--- src/rtl/fifo_pkg.sv ---
// Shared definitions for the FIFO family.
//   addr_width()    : address width for a given entry count (minimum 1)
//   fifo_status_t   : registered occupancy flags, reused by later FIFO variants
package fifo_pkg;

  function automatic int addr_width(input int depth);
    return (depth <= 2) ? 1 : $clog2(depth);
  endfunction

  typedef struct packed {
    logic full;
    logic almost_full;
    logic empty;
    logic almost_empty;
  } fifo_status_t;

endpackage

--- src/rtl/fifo_mem_1r1w.sv ---
// Single-port-write / single-port-read storage array.
//   clk, rst_n : clock and synchronous active-low reset (clears all entries)
//   we, waddr, wdata : synchronous write port
//   re, raddr, rdata : read port; combinational when REG_RD=0,
//                      registered with read-enable when REG_RD=1
module fifo_mem_1r1w
  import fifo_pkg::*;
#(
  parameter int DATA_WIDTH = 8,
  parameter int DEPTH      = 16,
  parameter bit REG_RD     = 1'b0,
  localparam int ADDR_WIDTH = addr_width(DEPTH)
) (
  input  logic                  clk,
  input  logic                  rst_n,
  input  logic                  we,
  input  logic [ADDR_WIDTH-1:0] waddr,
  input  logic [DATA_WIDTH-1:0] wdata,
  input  logic                  re,
  input  logic [ADDR_WIDTH-1:0] raddr,
  output logic [DATA_WIDTH-1:0] rdata
);

  logic [DATA_WIDTH-1:0] mem [DEPTH];

  // Entries are zeroed on reset so a read of never-written storage is never X.
  always_ff @(posedge clk) begin
    if (!rst_n) begin
      for (int unsigned i = 0; i < DEPTH; i++) mem[i] <= '0;
    end else if (we) begin
      mem[waddr] <= wdata;
    end
  end

  if (REG_RD) begin : g_reg_rd
    always_ff @(posedge clk) begin
      if (!rst_n)  rdata <= '0;
      else if (re) rdata <= mem[raddr];
    end
  end else begin : g_comb_rd
    logic unused_re;
    assign unused_re = re;
    assign rdata     = mem[raddr];
  end

endmodule

--- src/rtl/sync_fifo_prog.sv ---
// Single-clock FIFO with occupancy count, programmable almost-full/empty
// thresholds, selectable read mode, synchronous flush and sticky errors.
//   clk, rst_n          : clock, synchronous active-low reset
//   flush               : synchronous clear of pointers/level (memory and errors kept)
//   wen, wdata          : write request / data
//   wfull, walmost_full : registered full / level >= af_thresh
//   ren, rdata, rvalid  : read request / data / data valid
//   rempty, ralmost_empty : registered empty / level <= ae_thresh
//   level               : registered occupancy 0..DEPTH
//   af_thresh, ae_thresh: quasi-static thresholds
//   overflow, underflow : sticky error flags, cleared by clr_err
module sync_fifo_prog
  import fifo_pkg::*;
#(
  parameter int DATA_WIDTH = 8,
  parameter int DEPTH      = 16,
  parameter bit FWFT       = 1'b1,
  localparam int ADDR_WIDTH = addr_width(DEPTH),
  localparam int CNT_WIDTH  = ADDR_WIDTH + 1
) (
  input  logic                  clk,
  input  logic                  rst_n,
  input  logic                  flush,
  input  logic                  wen,
  input  logic [DATA_WIDTH-1:0] wdata,
  output logic                  wfull,
  output logic                  walmost_full,
  input  logic                  ren,
  output logic [DATA_WIDTH-1:0] rdata,
  output logic                  rvalid,
  output logic                  rempty,
  output logic                  ralmost_empty,
  output logic [CNT_WIDTH-1:0]  level,
  input  logic [CNT_WIDTH-1:0]  af_thresh,
  input  logic [CNT_WIDTH-1:0]  ae_thresh,
  output logic                  overflow,
  output logic                  underflow,
  input  logic                  clr_err
);

  logic [CNT_WIDTH-1:0] wptr, rptr, level_next;
  fifo_status_t         status, status_next;
  logic                 wr_acc, rd_acc, ovf_evt, udf_evt;

  // Acceptance looks only at the registered flags, so a read at full does
  // not open a slot for a same-cycle write (and vice versa at empty).
  always_comb begin
    wr_acc  = wen && !status.full  && !flush;
    rd_acc  = ren && !status.empty && !flush;
    ovf_evt = wen &&  status.full  && !flush;
    udf_evt = ren &&  status.empty && !flush;

    level_next = '0;
    if (!flush) level_next = level + CNT_WIDTH'(wr_acc) - CNT_WIDTH'(rd_acc);

    status_next              = '0;
    status_next.full         = (level_next == CNT_WIDTH'(DEPTH));
    status_next.almost_full  = (level_next >= af_thresh);
    status_next.empty        = (level_next == '0);
    status_next.almost_empty = (level_next <= ae_thresh);
  end

  always_ff @(posedge clk) begin
    if (!rst_n) begin
      wptr      <= '0;
      rptr      <= '0;
      level     <= '0;
      status    <= '{full: 1'b0, almost_full: 1'b0, empty: 1'b1, almost_empty: 1'b1};
      overflow  <= 1'b0;
      underflow <= 1'b0;
    end else begin
      if (flush) begin
        wptr <= '0;
        rptr <= '0;
      end else begin
        if (wr_acc) wptr <= wptr + 1'b1;
        if (rd_acc) rptr <= rptr + 1'b1;
      end
      level     <= level_next;
      status    <= status_next;
      // A new error in the same cycle as clr_err keeps the flag set.
      overflow  <= ovf_evt || (overflow  && !clr_err);
      underflow <= udf_evt || (underflow && !clr_err);
    end
  end

  fifo_mem_1r1w #(
    .DATA_WIDTH (DATA_WIDTH),
    .DEPTH      (DEPTH),
    .REG_RD     (!FWFT)
  ) u_mem (
    .clk   (clk),
    .rst_n (rst_n),
    .we    (wr_acc),
    .waddr (wptr[ADDR_WIDTH-1:0]),
    .wdata (wdata),
    .re    (rd_acc),
    .raddr (rptr[ADDR_WIDTH-1:0]),
    .rdata (rdata)
  );

  if (FWFT) begin : g_fwft
    assign rvalid = !status.empty;
  end else begin : g_regrd
    logic rvalid_q;
    // rd_acc is already masked by flush, so flush also clears the pulse.
    always_ff @(posedge clk) begin
      if (!rst_n) rvalid_q <= 1'b0;
      else        rvalid_q <= rd_acc;
    end
    assign rvalid = rvalid_q;
  end

  assign wfull         = status.full;
  assign walmost_full  = status.almost_full;
  assign rempty        = status.empty;
  assign ralmost_empty = status.almost_empty;

  // Level is always the modulo-2*DEPTH pointer distance.
  a_level_ptr : assert property (@(posedge clk) disable iff (!rst_n)
    level == CNT_WIDTH'(wptr - rptr));

endmodule

--- config.mk ---
export PLATFORM = sky130hd
export DESIGN_NAME = sync_fifo_prog
export DESIGN_NICKNAME = d
export VERILOG_FILES = /design/src/rtl/fifo_pkg.sv /design/src/rtl/fifo_mem_1r1w.sv /design/src/rtl/sync_fifo_prog.sv
export SDC_FILE = /design/constraint.sdc
export NUM_CORES = 1
export LEC_CHECK = 0
export ABC_AREA = 1
export CAP_MARGIN = 20
export CORE_MARGIN = 10
export CORE_UTILIZATION = 64
export CTS_CLUSTER_SIZE = 25
export DETAILED_ROUTE_END_ITERATION = 8
export PLACE_DENSITY = 0.89
export SLEW_MARGIN = 20
export SYNTH_ARGS = -nofsm -noshare
export SYNTH_HDL_FRONTEND = slang
export SYNTH_HIERARCHICAL = 1
export SYNTH_SLANG_ARGS = --single-unit
--- constraint.sdc ---
create_clock -name clk -period 5.5 [get_ports clk]
set_clock_uncertainty 0.1 [all_clocks]
set_input_delay 1.375 -clock clk [delete_from_list [all_inputs] [get_ports clk]]
set_output_delay 1.375 -clock clk [all_outputs]
set_load 0.03 [all_outputs]
Word level (Yosys, flattened, before mapping)
Memories as Yosys holds them, arrays and structs flattened. A register that Yosys moved wholly into a read port is not among the register bits.
Index checks and enable logic that the tools add are counted.
- register bits after elaboration: 21
- RAM bits: 128
- bits of input ports: 24
- output and inout bits: 20
- word-level logic and storage cells: 47
- memories kept: 1
- add/sub/neg operators: 4
- order comparisons: 2
- equality and inequality tests: 1
- multiplexer cells: 10
- bitwise logic cells: 1
- reductions and logical operators: 19
- memories (memory ; depth ; width ; rd ports ; clocked after memory_dff ; write ports ; line ; RTL):
    u_mem.mem ; 16 ; 8 ; 1 ; 1 ; 16 ; fifo_mem_1r1w.sv:24 ; logic [DATA_WIDTH-1:0] mem [DEPTH];
- operator list (operator ; count):
    $mux 4 ; 3
    $add 5x1->5 const B ; 2
    $logic_and 1x1->1 ; 10
    $mux 8 ; 1
    $reduce_or 8->1 ; 1
    $add 5x1->5 ; 1
    $eq 5x5->1 const B ; 1
    $ge 5x5->1 ; 1
    $le 5x5->1 ; 1
    $logic_not 5->1 ; 1
    $mux 1 ; 5
    $mux 5 ; 1
    $sub 5x1->5 ; 1
    $logic_not 1->1 ; 4
    $logic_or 1x1->1 ; 2
    $reduce_or 2->1 ; 1
    $not 1->1 ; 1

Logic depth before layout (Yosys ltp)
- depth in word-level cells: 8
- gate-level depth with buffers: 17
- gate-level depth less buffers: 17

Cells and area by module
Netlist, hierarchy kept.
- by module, submodules not included (module ; times used ; cells each ; area each (µm²) ; sequential area each (µm²)):
    fifo_mem_1r1w ; 1 ; 708 ; 6248.5 ; 3843.7
    sync_fifo_prog ; 1 ; 158 ; 1172.4 ; 380.4

Least setup slack after synthesis
Ideal clock, no wire load.
- kind: input port to flip-flop
- start point: input port flush
- end point: register status (netlist bit walmost_full)
- library setup time: 117 ps
- data arrival time: 3474 ps
- required time: 5283 ps
- slack: 1810 ps
- cell stages on the path: 15
- buffers on the path: 0
- cells stage by stage: inv_4 > nand3_4 > ha_1 > inv_1 > ha_1 > fa_1 > nand3_1 > nand3_1 > nand3_1 > inv_1 > ha_1 > a21oi_1 > o21ai_0 > nor3_1 > nor2_1
- cells in the longest elaborated chain, start to end: 6
- ends and longest elaborated chain (item ; line ; RTL):
    from (decl) ; sync_fifo_prog.sv:23 ; input logic flush,
    $logic_not 1->1 ; -- ;
    $logic_and 1x1->1 ; sync_fifo_prog.sv:48 ; wr_acc = wen && !status.full && !flush;
    $add 5x1->5 ; sync_fifo_prog.sv:54 ; if (!flush) level_next = level + CNT_WIDTH'(wr_acc) - CNT_WIDTH'(rd_acc);
    $sub 5x1->5 ; sync_fifo_prog.sv:54 ;
    $mux 5 (*) ; sync_fifo_prog.sv:54 ;
    via level_next[4] ; sync_fifo_prog.sv:41 ; logic [CNT_WIDTH-1:0] wptr, rptr, level_next;
    $ge 5x5->1 (*) ; sync_fifo_prog.sv:58 ; status_next.almost_full = (level_next >= af_thresh);
    to (signal assigned) ; sync_fifo_prog.sv:68 ; status <= '{full: 1'b0, almost_full: 1'b0, empty: 1'b1, almost_empty: 1'b1};
    to (signal assigned) ; sync_fifo_prog.sv:80 ; status <= status_next;
    to (decl) ; sync_fifo_prog.sv:42 ; fifo_status_t status, status_next;
Mark *: on every way through the listed nets, which the timed path passes. The rest lies on a longest branch.
A chain may end at the register's enable or synchronous reset.

==> flow_summary.json <==
{
  "outcome": "finished clean",
  "worst_path_largest_cell_delay_ns": 0.82,
  "grtUsageMet1": 0.2851,
  "worstRegToRegCells": 16,
  "wirelength_um": 20070,
  "mostFrequentLayoutCells": "nand2_1 (212), nor2_1 (146), inv_1 (140)",
  "p_per_area_mw_per_mm2": 328.1,
  "gp_congestion": 0.9016,
  "crit_chain": "clkinv_1, nand3_1, nand3_1, nand3_1, nand2_1, clkdlybuf4s50_1",
  "cts_resized": 0,
  "nFillCells": 708,
  "fin_crit_sh": 0.8340,
  "nNetsFinal": 940,
  "worstSkewPairLatency_ns": 0.42,
  "gr-total-overflow": 0,
  "cpMaxStageDelayCell": "clkinv_1",
  "stdcell_area_mm2": 0.008563,
  "crit_top_cell": "nand3_1",
  "slew_viol_final": 0,
  "worst_pin_slew_ns": 1.073,
  "drc": 0,
  "grt_pass1_vias": 6158,
  "grt_util_met2": 0.4128,
  "worstPathRequired_ns": 4.03,
  "die_h_um": 127.7,
  "ctsLongestPathBuffers": 2,
  "ys_types": 28,
  "cts_made_buffers": 17,
  "io_buffers": 43,
  "crit_path_start": "rptr[1]",
  "vias_per_cell": 5.968,
  "busiest_layer": "met2",
  "cts_tree": "built",
  "critPathKind": "flip-flop to output pin",
  "r2r-start": "rempty",
  "finalHoldViolations": 0,
  "place_hpwl_um": 11470,
  "finalSetupTns_ns": 0,
  "via_count": 6290,
  "cp-endpoint": "rdata[5]",
  "final_common_cell": "nand2_1",
  "std_cell_rows": 39,
  "grt_start_max_net_pins": 69,
  "fmax_mhz": 218.0,
  "ant_nets": 0,
  "grt_pass1_wl_um": 31340,
  "worst_ep_arrival_time_ns": 3.11,
  "drt_iter0_markers": 1064,
  "htree_levels": 4,
  "period_minus_slack_ns": 4.587,
  "detailed_place.area_mm2": 0.007916,
  "start_util": 0.6527,
  "routedWlPerCell_um": 19.04,
  "slew_headroom": 0.2803,
  "cts_setup_buffers": 0,
  "hold_class": "flip-flop to flip-flop",
  "area_growth_pct": 15.39,
  "syn_inst": 866,
  "diodes": 0,
  "r2r_slack_ns": 2.41,
  "layout-drive-gt1-share": 0.06915,
  "yosysSeqAreaShare": 0.5692,
  "grtUsageMet3": 0.06907,
  "ir_drop_uv": 192.5,
  "r2r_end": "walmost_full",
  "synthesis.area_mm2": 0.007421,
  "core_mm2": 0.01137,
  "clkTransAtPathRegs_ns": 0.06,
  "cap_violations": 0,
  "grt_setup_unrepaired": "false",
  "crit_path_start_kind": "flip-flop",
  "synth_fp_nets": 908,
  "cts-root-buf": "clkbuf_16",
  "die_w_um": 127.7,
  "die_area_mm2": 0.01630,
  "drtPass1Iterations": 8,
  "cts_hold_buf": 0,
  "setup_viol": 0,
  "p_leak_nw": 3.874,
  "cts_sinks": 147,
  "synth_warnings": 6,
  "cp_max_fo": 32,
  "endpoint_kind": "output pin",
  "avgSynthCellArea_um2": 8.569,
  "antenna_found_initial": 0,
  "synth-seq-cells": 147,
  "grt.total_usage": 0.2478,
  "top_level_ports": 44
}
==> worst max-delay path: cells and delay by family (launching register included) <==
family	cells	cell delay (ns)
buffers and inverters	2	1.42
AND/OR/NAND/NOR	4	0.92
flip-flops	1	0.33
==> how the worst min path moves through the flow <==
stage,from,to,cells after the start
after floorplan,rptr[3],rptr[3],1
after global placement,underflow,underflow,2
after detailed placement,underflow,underflow,2
after CTS,underflow,underflow,2
after global routing,underflow,underflow,2
final,underflow,underflow,2
==> metal layers <==
layer,up-vias,wire (µm),share of wire
met3,118,2385,0.12
met4,0,1188,0.059
met5,-,0,0
met1,2865,6830,0.34
li1,2809,-,-
met2,498,9668,0.48
==> cell usage after synthesis <==
master,n,share of area
a21oi_1,15,0.010
and3_1,2,0.0017
buf_1,1,0.00051
buf_2,11,0.0074
buf_4,1,0.0010
clkbuf_1,21,0.011
dfxtp_1,19,0.051
edfxtp_1,128,0.52
fa_1,1,0.0027
ha_1,17,0.029
inv_1,141,0.071
inv_2,5,0.0025
inv_4,1,0.00084
nand2_1,212,0.11
nand2_2,16,0.013
nand2_4,1,0.0015
nand3_1,108,0.073
nand3_2,1,0.0013
nand3_4,1,0.0024
nand4_1,3,0.0025
nor2_1,146,0.074
nor2_2,1,0.00084
nor3_1,3,0.0020
nor3_2,2,0.0027
nor3_4,4,0.0088
o21ai_0,1,0.00067
o21ai_1,3,0.0020
o221ai_1,1,0.0012
==> metrics by stage <==
stage / setup WS [ns] / std cells / hold WS [ns] / util / power, W
after floorplan: 1.810 / 866 / 0.3262 / - / 0.001447
after global placement: 1.030 / 1022 / 0.3638 / 0.6963 / 0.001531
after detailed placement: 0.8851 / 1022 / 0.3639 / 0.6963 / 0.001542
after CTS: 1.090 / 1054 / 0.3813 / 0.7531 / 0.002804
after global routing: 0.7432 / 1054 / 0.4006 / 0.7532 / 0.002881
final: 0.9128 / 1054 / 0.3767 / 0.7532 / 0.002809
==> cells by family (layout without fill, tap and decap cells) <==
group                    count (synthesis)  after routing  synth area share
AND/OR/NAND/NOR                        500            500            0.2912
buffers and inverters                  181            226           0.09425
flip-flops                             147            147            0.5692
AO/OA/AOI/OAI                           20             20           0.01399
adder cells (fa/ha/maj)                 18             18           0.03136
==> registers in the layout, summed over array words and instances (netlist names) <==
signal / count
u_mem/mem: 128
level: 5
rptr: 4
wptr: 4
overflow: 1
ralmost_empty: 1
rempty: 1
underflow: 1
walmost_full: 1
wfull: 1
==> report_power, final <==
part | total [W] | switching [W] | internal, W
Clock | 0.00128 | 0.000435 | 0.000842
Combinational | 0.000265 | 0.000178 | 0.0000867
Sequential | 0.00127 | 0.0000160 | 0.00125
==> cell type report <==
class,count,area (µm²),area share
Sequential cell,147,4225,0.4934
Multi-Input combinational cell,538,2497,0.2916
Inverter,147,555.5,0.06487
Timing Repair Buffer,47,460.4,0.05377
Clock buffer,19,432.9,0.05056
Clock inverter,13,212.7,0.02484
Tap cell,143,178.9,0.02089
(Power assumes the default switching activity.)
